--- src/rtl/hybrid_pwm_sd_mc.sv ---
// Multi-channel hybrid PWM / first-order sigma-delta audio DAC with a shared scaling multiplier,
// anti-pop ramp FSM and periodic fraction dump. Define HYBRID_PWM_SD_DITHER_EN for LFSR dump dither.
module hybrid_pwm_sd_mc #(
  parameter int unsigned CHANNELS  = 2,
  parameter int unsigned DW        = 16,
  parameter int unsigned PWM_BITS  = 5,
  parameter int unsigned DUMP_BITS = 8,
  parameter int unsigned RAMP_BITS = 14
) (
  input  logic                   clk,
  input  logic                   reset,
  input  logic                   terminate,
  input  logic                   fmt_signed,
  input  logic [CHANNELS*DW-1:0] d,
  output logic [CHANNELS-1:0]    q,
  output logic                   ready,
  output logic                   done,
  output logic [CHANNELS-1:0]    sample_stb
);

  localparam int unsigned F  = DW - PWM_BITS;
  localparam int unsigned SW = (CHANNELS > 1) ? $clog2(CHANNELS) : 1;

  localparam logic [PWM_BITS-1:0]  CntMax   = {PWM_BITS{1'b1}};
  localparam logic [PWM_BITS-1:0]  ThrInit  = CntMax - 1'b1;
  localparam logic [F-1:0]         FracHalf = {1'b1, {(F-1){1'b0}}};
  localparam logic [DW:0]          IncBias  = {{PWM_BITS{1'b0}}, 1'b1, {F{1'b0}}};
  localparam logic [RAMP_BITS-1:0] RampMax  = {RAMP_BITS{1'b1}};
  localparam logic [RAMP_BITS-1:0] RampHalf = {1'b1, {(RAMP_BITS-1){1'b0}}};
  localparam logic [RAMP_BITS-1:0] RampInit = {{5{1'b1}}, {(RAMP_BITS-5){1'b0}}};

  localparam logic [1:0] StRampUp = 2'd0;
  localparam logic [1:0] StRun    = 2'd1;
  localparam logic [1:0] StTerm   = 2'd2;
  localparam logic [1:0] StHalt   = 2'd3;

  logic [PWM_BITS-1:0]    cnt_q;
  logic                   wrap;
  logic                   run;
  logic [SW-1:0]          sel_q;
  logic [SW-1:0]          sel_nxt;
  logic [SW-1:0]          src_q;
  logic                   inc_vld_q;
  logic [DW-1:0]          inc_q;
  logic [DW-1:0]          inc_d;
  logic [DW-1:0]          d_sel;
  logic [DW-1:0]          x;
  logic [DW+PWM_BITS-1:0] prod;
  logic [DW-1:0]          scaled;
  logic [DW-1:0]          s;
  logic [DUMP_BITS-1:0]   dump_cnt_q;
  logic                   dump_q;
  logic [1:0]             state_q;
  logic [1:0]             state_d;
  logic [RAMP_BITS-1:0]   r_q;
  logic [RAMP_BITS-1:0]   r_d;

  // The integer part of sigma is exactly thr, so only the fraction is kept per channel.
  logic [PWM_BITS-1:0] thr_q     [CHANNELS];
  logic [F-1:0]        frac_q    [CHANNELS];
  logic [F-1:0]        dump_frac [CHANNELS];

  assign wrap  = (cnt_q == CntMax);
  assign run   = (state_q == StRun);
  assign ready = run;
  assign done  = (state_q == StHalt);

  // Shared stage-1 datapath: one multiplier serves the channel at sel_q.
  assign d_sel = d[sel_q*DW +: DW];

  always_comb begin
    x = DW'(r_q) << (DW - RAMP_BITS);
    if (run) begin
      x = d_sel ^ {fmt_signed, {(DW-1){1'b0}}};
    end
  end

  assign prod    = (DW+PWM_BITS)'(x) * (DW+PWM_BITS)'(ThrInit);
  assign scaled  = DW'(prod >> PWM_BITS);
  assign inc_d   = DW'({1'b0, scaled} + IncBias);
  assign s       = inc_q + DW'(frac_q[src_q]);
  assign sel_nxt = (sel_q == SW'(CHANNELS - 1)) ? '0 : sel_q + 1'b1;

`ifdef HYBRID_PWM_SD_DITHER_EN
  logic [15:0] lfsr_q;

  always_ff @(posedge clk or posedge reset) begin
    if (reset) begin
      lfsr_q <= 16'hACE1;
    end else if (wrap) begin
      lfsr_q <= {1'b0, lfsr_q[15:1]} ^ (lfsr_q[0] ? 16'hB400 : 16'h0000);
    end
  end

  always_comb begin
    logic [15:0]   rot;
    logic [DW-1:0] rot_ext;
    for (int k = 0; k < CHANNELS; k++) begin
      rot          = (lfsr_q << k) | (lfsr_q >> (16 - k));
      rot_ext      = DW'(rot);
      dump_frac[k] = rot_ext[F-1:0];
    end
  end
`else
  always_comb begin
    for (int k = 0; k < CHANNELS; k++) begin
      dump_frac[k] = FracHalf;
    end
  end
`endif

  // PWM counter, outputs and stage-2 sigma-delta update.
  always_ff @(posedge clk or posedge reset) begin
    if (reset) begin
      cnt_q <= CntMax;
      q     <= '0;
      for (int k = 0; k < CHANNELS; k++) begin
        thr_q[k]  <= ThrInit;
        frac_q[k] <= FracHalf;
      end
    end else begin
      cnt_q <= cnt_q + 1'b1;
      for (int k = 0; k < CHANNELS; k++) begin
        if (wrap) begin
          q[k] <= 1'b1;
        end else if (cnt_q == thr_q[k]) begin
          q[k] <= 1'b0;
        end
        if (wrap && inc_vld_q && (src_q == SW'(k))) begin
          thr_q[k]  <= s[DW-1:F];
          frac_q[k] <= s[F-1:0];
        end
        if (dump_q) begin
          frac_q[k] <= dump_frac[k];
        end
      end
    end
  end

  // Stage 1; inc_vld_q blocks a stage-2 write on the first wrap, before any sample exists.
  always_ff @(posedge clk or posedge reset) begin
    if (reset) begin
      sel_q      <= '0;
      src_q      <= '0;
      inc_q      <= '0;
      inc_vld_q  <= 1'b0;
      sample_stb <= '0;
    end else begin
      for (int k = 0; k < CHANNELS; k++) begin
        sample_stb[k] <= wrap && run && (sel_q == SW'(k));
      end
      if (wrap) begin
        inc_q     <= inc_d;
        src_q     <= sel_q;
        sel_q     <= sel_nxt;
        inc_vld_q <= 1'b1;
      end
    end
  end

  always_ff @(posedge clk or posedge reset) begin
    if (reset) begin
      dump_cnt_q <= '0;
      dump_q     <= 1'b0;
    end else begin
      dump_q <= wrap && (dump_cnt_q == '0);
      if (wrap) begin
        dump_cnt_q <= dump_cnt_q + 1'b1;
      end
    end
  end

  // Anti-pop ramp; r only moves on dump pulses.
  always_comb begin
    state_d = state_q;
    r_d     = r_q;
    case (state_q)
      StRampUp: begin
        if (dump_q) begin
          if (r_q == RampHalf) begin
            state_d = StRun;
          end else begin
            r_d = r_q - 1'b1;
            if (r_d == RampHalf) begin
              state_d = StRun;
            end
          end
        end
      end
      StRun: begin
        if (terminate) begin
          state_d = StTerm;
        end
      end
      StTerm: begin
        if (dump_q) begin
          if (r_q == RampMax) begin
            state_d = StHalt;
          end else begin
            r_d = r_q + 1'b1;
            if (r_d == RampMax) begin
              state_d = StHalt;
            end
          end
        end
      end
      StHalt: begin
        r_d = RampMax;
      end
      default: begin
        state_d = StRampUp;
      end
    endcase
  end

  always_ff @(posedge clk or posedge reset) begin
    if (reset) begin
      state_q <= StRampUp;
      r_q     <= RampInit;
    end else begin
      state_q <= state_d;
      r_q     <= r_d;
    end
  end

endmodule

--- config.mk ---
export PLATFORM = sky130hd
export DESIGN_NAME = hybrid_pwm_sd_mc
export DESIGN_NICKNAME = d
export VERILOG_FILES = /design/src/rtl/hybrid_pwm_sd_mc.sv
export SDC_FILE = /design/constraint.sdc
export NUM_CORES = 1
export LEC_CHECK = 0
export ABC_AREA = 0
export BUFFER_PORTS_ARGS = -buffer_cell sky130_fd_sc_hd__buf_2
export CAP_MARGIN = 20
export CORE_ASPECT_RATIO = 1.25
export CORE_MARGIN = 2
export CORE_UTILIZATION = 50
export CTS_CLUSTER_DIAMETER = 60
export DETAILED_ROUTE_END_ITERATION = 10
export PLACE_DENSITY = 0.78
export SLEW_MARGIN = 25
export SYNTH_ARGS = -nofsm -noshare
export SYNTH_HDL_FRONTEND = slang
export SYNTH_SLANG_ARGS = --single-unit
export TNS_END_PERCENT = 1
--- constraint.sdc ---
create_clock -name clk -period 9.5 [get_ports clk]
set_input_delay 1.9 -clock clk [delete_from_list [all_inputs] [get_ports clk]]
set_output_delay 1.9 -clock clk [all_outputs]
set_load 0.01 [all_outputs]
==> results_dict.tcl <==
set metrics [dict create \
    core-area_um2 13700 \
    io_pins 42 \
    gp_congestion 0.941 \
    post-route-period-util 0.697 \
    fill_cells 1235 \
    ctsResizeCount 0 \
    vias 5491 \
    critPathArrivalTime_ns 6.83 \
    endpoint_kind "flip-flop" \
    design_area_um2 7500 \
    grt_max_degree 68 \
    synthesis.area_um2 6950 \
    antenna_found_initial 0 \
    avgRoutedWirePerCell_um 15.5 \
    whs_ns 0.471 \
    clock_skew_ns 0.0110 \
    num_antenna_cells 0 \
    clockRootBuffer "clkbuf_16" \
    cap_violations 0 \
    synth_area_per_cell_um2 9.19 \
    totalWireLength_mm 14.7 \
    setup_viol 0 \
    min_period_ns 6.62 \
    finalSetupTns_ns 0 \
    clkTransAtPathRegs_ns 0.07 \
    antenna_left 0 \
    cts_tree "yes" \
    die_x_um 109 \
    synth_nets 871 \
    grt_pass1_wl_mm 25.4 \
    num_rows 48 \
    worst-path-max-fanout 4 \
    viasPerCell 5.78 \
    synth_edf_count 0 \
    drive_gt1_frac 0.145 \
    netlist-cell-type-count 72 \
    seq_area_frac_synth 0.309 \
    final_nets 884 \
    critical_path_class "in -> reg" \
    synthCells 757 \
    run_status "finished, final reports clean" \
    area.growth.synth_to_final_pct 7.92 \
    die_y_um 136 \
    drc 0 \
    ys_warn_count 0 \
    slew_headroom 0.315 \
    cts_buffers 9 \
    hold_viol 0 \
    hpwlAfterDp_mm 10.7 \
    crit_path_start_kind "input pin" \
    required_ns 9.72 \
    drtIter0Drc 266 \
    clk_path_buf_depth 2 \
    cts_max_level 3 \
    hold_buffers 0 \
    grt.total_usage 0.214 \
    rsz0062_at_grt "false" \
    async_flop_share 1.00 \
    ys.flop_type "dfrtp_1" \
    fin_util 0.548 \
    min_path_type "reg -> reg" \
    post_cts_buffers 0 \
    start_util 0.508 \
    overflow 0 \
    worst_pin_slew_ns 1.03 \
    grt_pass1_vias 5549 \
    max_freq_ghz 0.151 \
    placement.cell_area_um2 7210 \
    numPortBuffers 41 \
    synth-seq-cells 85 \
    clock_latency_ns 0.34 \
    drv_slew 0 \
    first_pass_iters 5 \
    dieArea_um2 14900 \
    cts_sinks 85 \
]
cell usage in the layout, fill, tap and decap left out, drive strengths merged, types with 6 or more instances in the layout:
| cell | n |
|---|---|
| a31oi | 14 |
| mux2 | 21 |
| xor2 | 21 |
| dfstp | 20 |
| nand4 | 9 |
| buf | 44 |
| o21a | 7 |
| fa | 29 |
| ha | 49 |
| nand3 | 20 |
| a21o | 16 |
| nor3 | 13 |
| inv | 55 |
| nor2 | 36 |
| dfrtp | 65 |
| o31ai | 12 |
| nand2b | 11 |
| and2 | 8 |
| mux2i | 22 |
| o21ai | 34 |
| and3 | 11 |
| nor2b | 6 |
| a21oi | 46 |
| nand2 | 83 |
| a211oi | 8 |
| clkbuf | 11 |
| xnor2 | 31 |
path summary, 6_finish.rpt:
kind / startpoint / endpoint / slack [ns] / cells after the start
worst min-delay path: dump_cnt_q[7]$_DFFE_PP0P_ / dump_q$_DFF_PP0_ / 0.47 / 1
max in group asynchronous: reset / frac_q[19]$_DFFE_PP0P_ / 6.84 / 3
worst max register to register: sel_q$_DFFE_PP0P_ / inc_q[15]$_DFFE_PP0P_ / 3.37 / 18
worst min register to register: dump_cnt_q[7]$_DFFE_PP0P_ / dump_q$_DFF_PP0_ / 0.47 / 1
min in group asynchronous: reset / r_q[2]$_DFFE_PP0P_ / 1.51 / 2
worst max-delay path: d[20] / inc_q[15]$_DFFE_PP0P_ / 2.88 / 19
sequential cells by signal, summed over array words and instances (netlist names):
signal / cells
inc_vld_q: 1
sample_stb: 2
inc_q: 16
frac_q: 22
r_q: 14
q: 2
dump_q: 1
cnt_q: 5
thr_q: 10
state_q: 2
sel_q: 1
src_q: 1
dump_cnt_q: 8
synth_stat cells (all sizes together) (3+ instances only):
master  number  area [um^2]
or3          5         31.3
or2          4         25.0
xnor2       31          272
o21bai       3         22.5
nor3b        3         22.5
fa          29          581
nand2       83          312
mux2i       22          220
a211oi       8         60.1
and2         8         50.1
o21a         7         52.6
o21ai       34          170
nand3       20          105
o31ai       12         90.1
a21oi       46          230
a31oi       14         87.6
nand2b      11         68.8
nor4         5         52.6
o211ai       5         37.5
a21o        16          120
inv         53          199
xor2        21          184
dfrtp       65         1630
mux2        21          240
nor2        36          135
buf         14         87.6
and4         3         27.5
nor2b        6         37.5
dfstp       20          526
and3        11         68.8
o22ai        5         31.3
nor3        13         65.1
ha          49          613
clkbuf      28          108
nand4        9         56.3
or4          5         41.3
layer usage:
metal	part of all wire	wire length, um	vias to the layer above	global-route usage
met3	0.041	608	27	0.0326
li1	-	-	2686	-
met2	0.52	7670	161	0.384
met4	0.024	350	0	0.0830
met5	0	0	-	0
met1	0.41	6070	2617	0.254
per-stage QoR:
| stage | instances | worst slack [ns] |
|---|---|---|
| 4_1_cts | 950 | 2.84 |
| 3_5_place_dp | 934 | 2.50 |
| 2_1_floorplan | 757 | 2.97 |
| 5_1_grt | 950 | 2.60 |
| 6_report | 950 | 2.88 |
| 3_3_place_gp | 934 | 2.61 |
cell families (layout without fill, tap and decap cells):
group / after synthesis / count (layout) / share of synthesized area
muxes: 43 / 43 / 0.0662
AOI/OAI and AO/OA: 175 / 175 / 0.164
xor gates and xnor gates: 52 / 52 / 0.0655
DFF: 85 / 85 / 0.309
adders and majority gates: 79 / 79 / 0.173
buffers and inverters: 95 / 113 / 0.0567
and+or+nand+nor: 228 / 228 / 0.166
cell type report:
cell class                 instances  area (um^2)  share of cell area
tap                              175          219              0.0292
multi-input combinational        577         4410               0.588
timing repair buffer              44          228              0.0303
clock buffer                      11          254              0.0338
clock inverter                     5         41.3             0.00550
sequential                        85         2150               0.287
inverter                          53          200              0.0267
critical path, stage by stage:
cell and delay [ns]:
buf_2 0.09, mux2i_1 0.14, nand2_1 0.07, o21ai_0 0.38, fa_1 0.58, fa_1 0.51
inv_1 0.04, ha_1 0.33, or3_1 0.34, o21ai_0 0.14, a211oi_1 0.12, or3_1 0.41
mux2i_1 0.20, and2_1 0.14, ha_1 0.20, or4b_1 0.45, maj3_1 0.39, a222oi_1 0.28
nand2_1 0.08
Power is not shown: default switching activity piles up to over one toggle a cycle in this logic, so the estimate is an artifact.
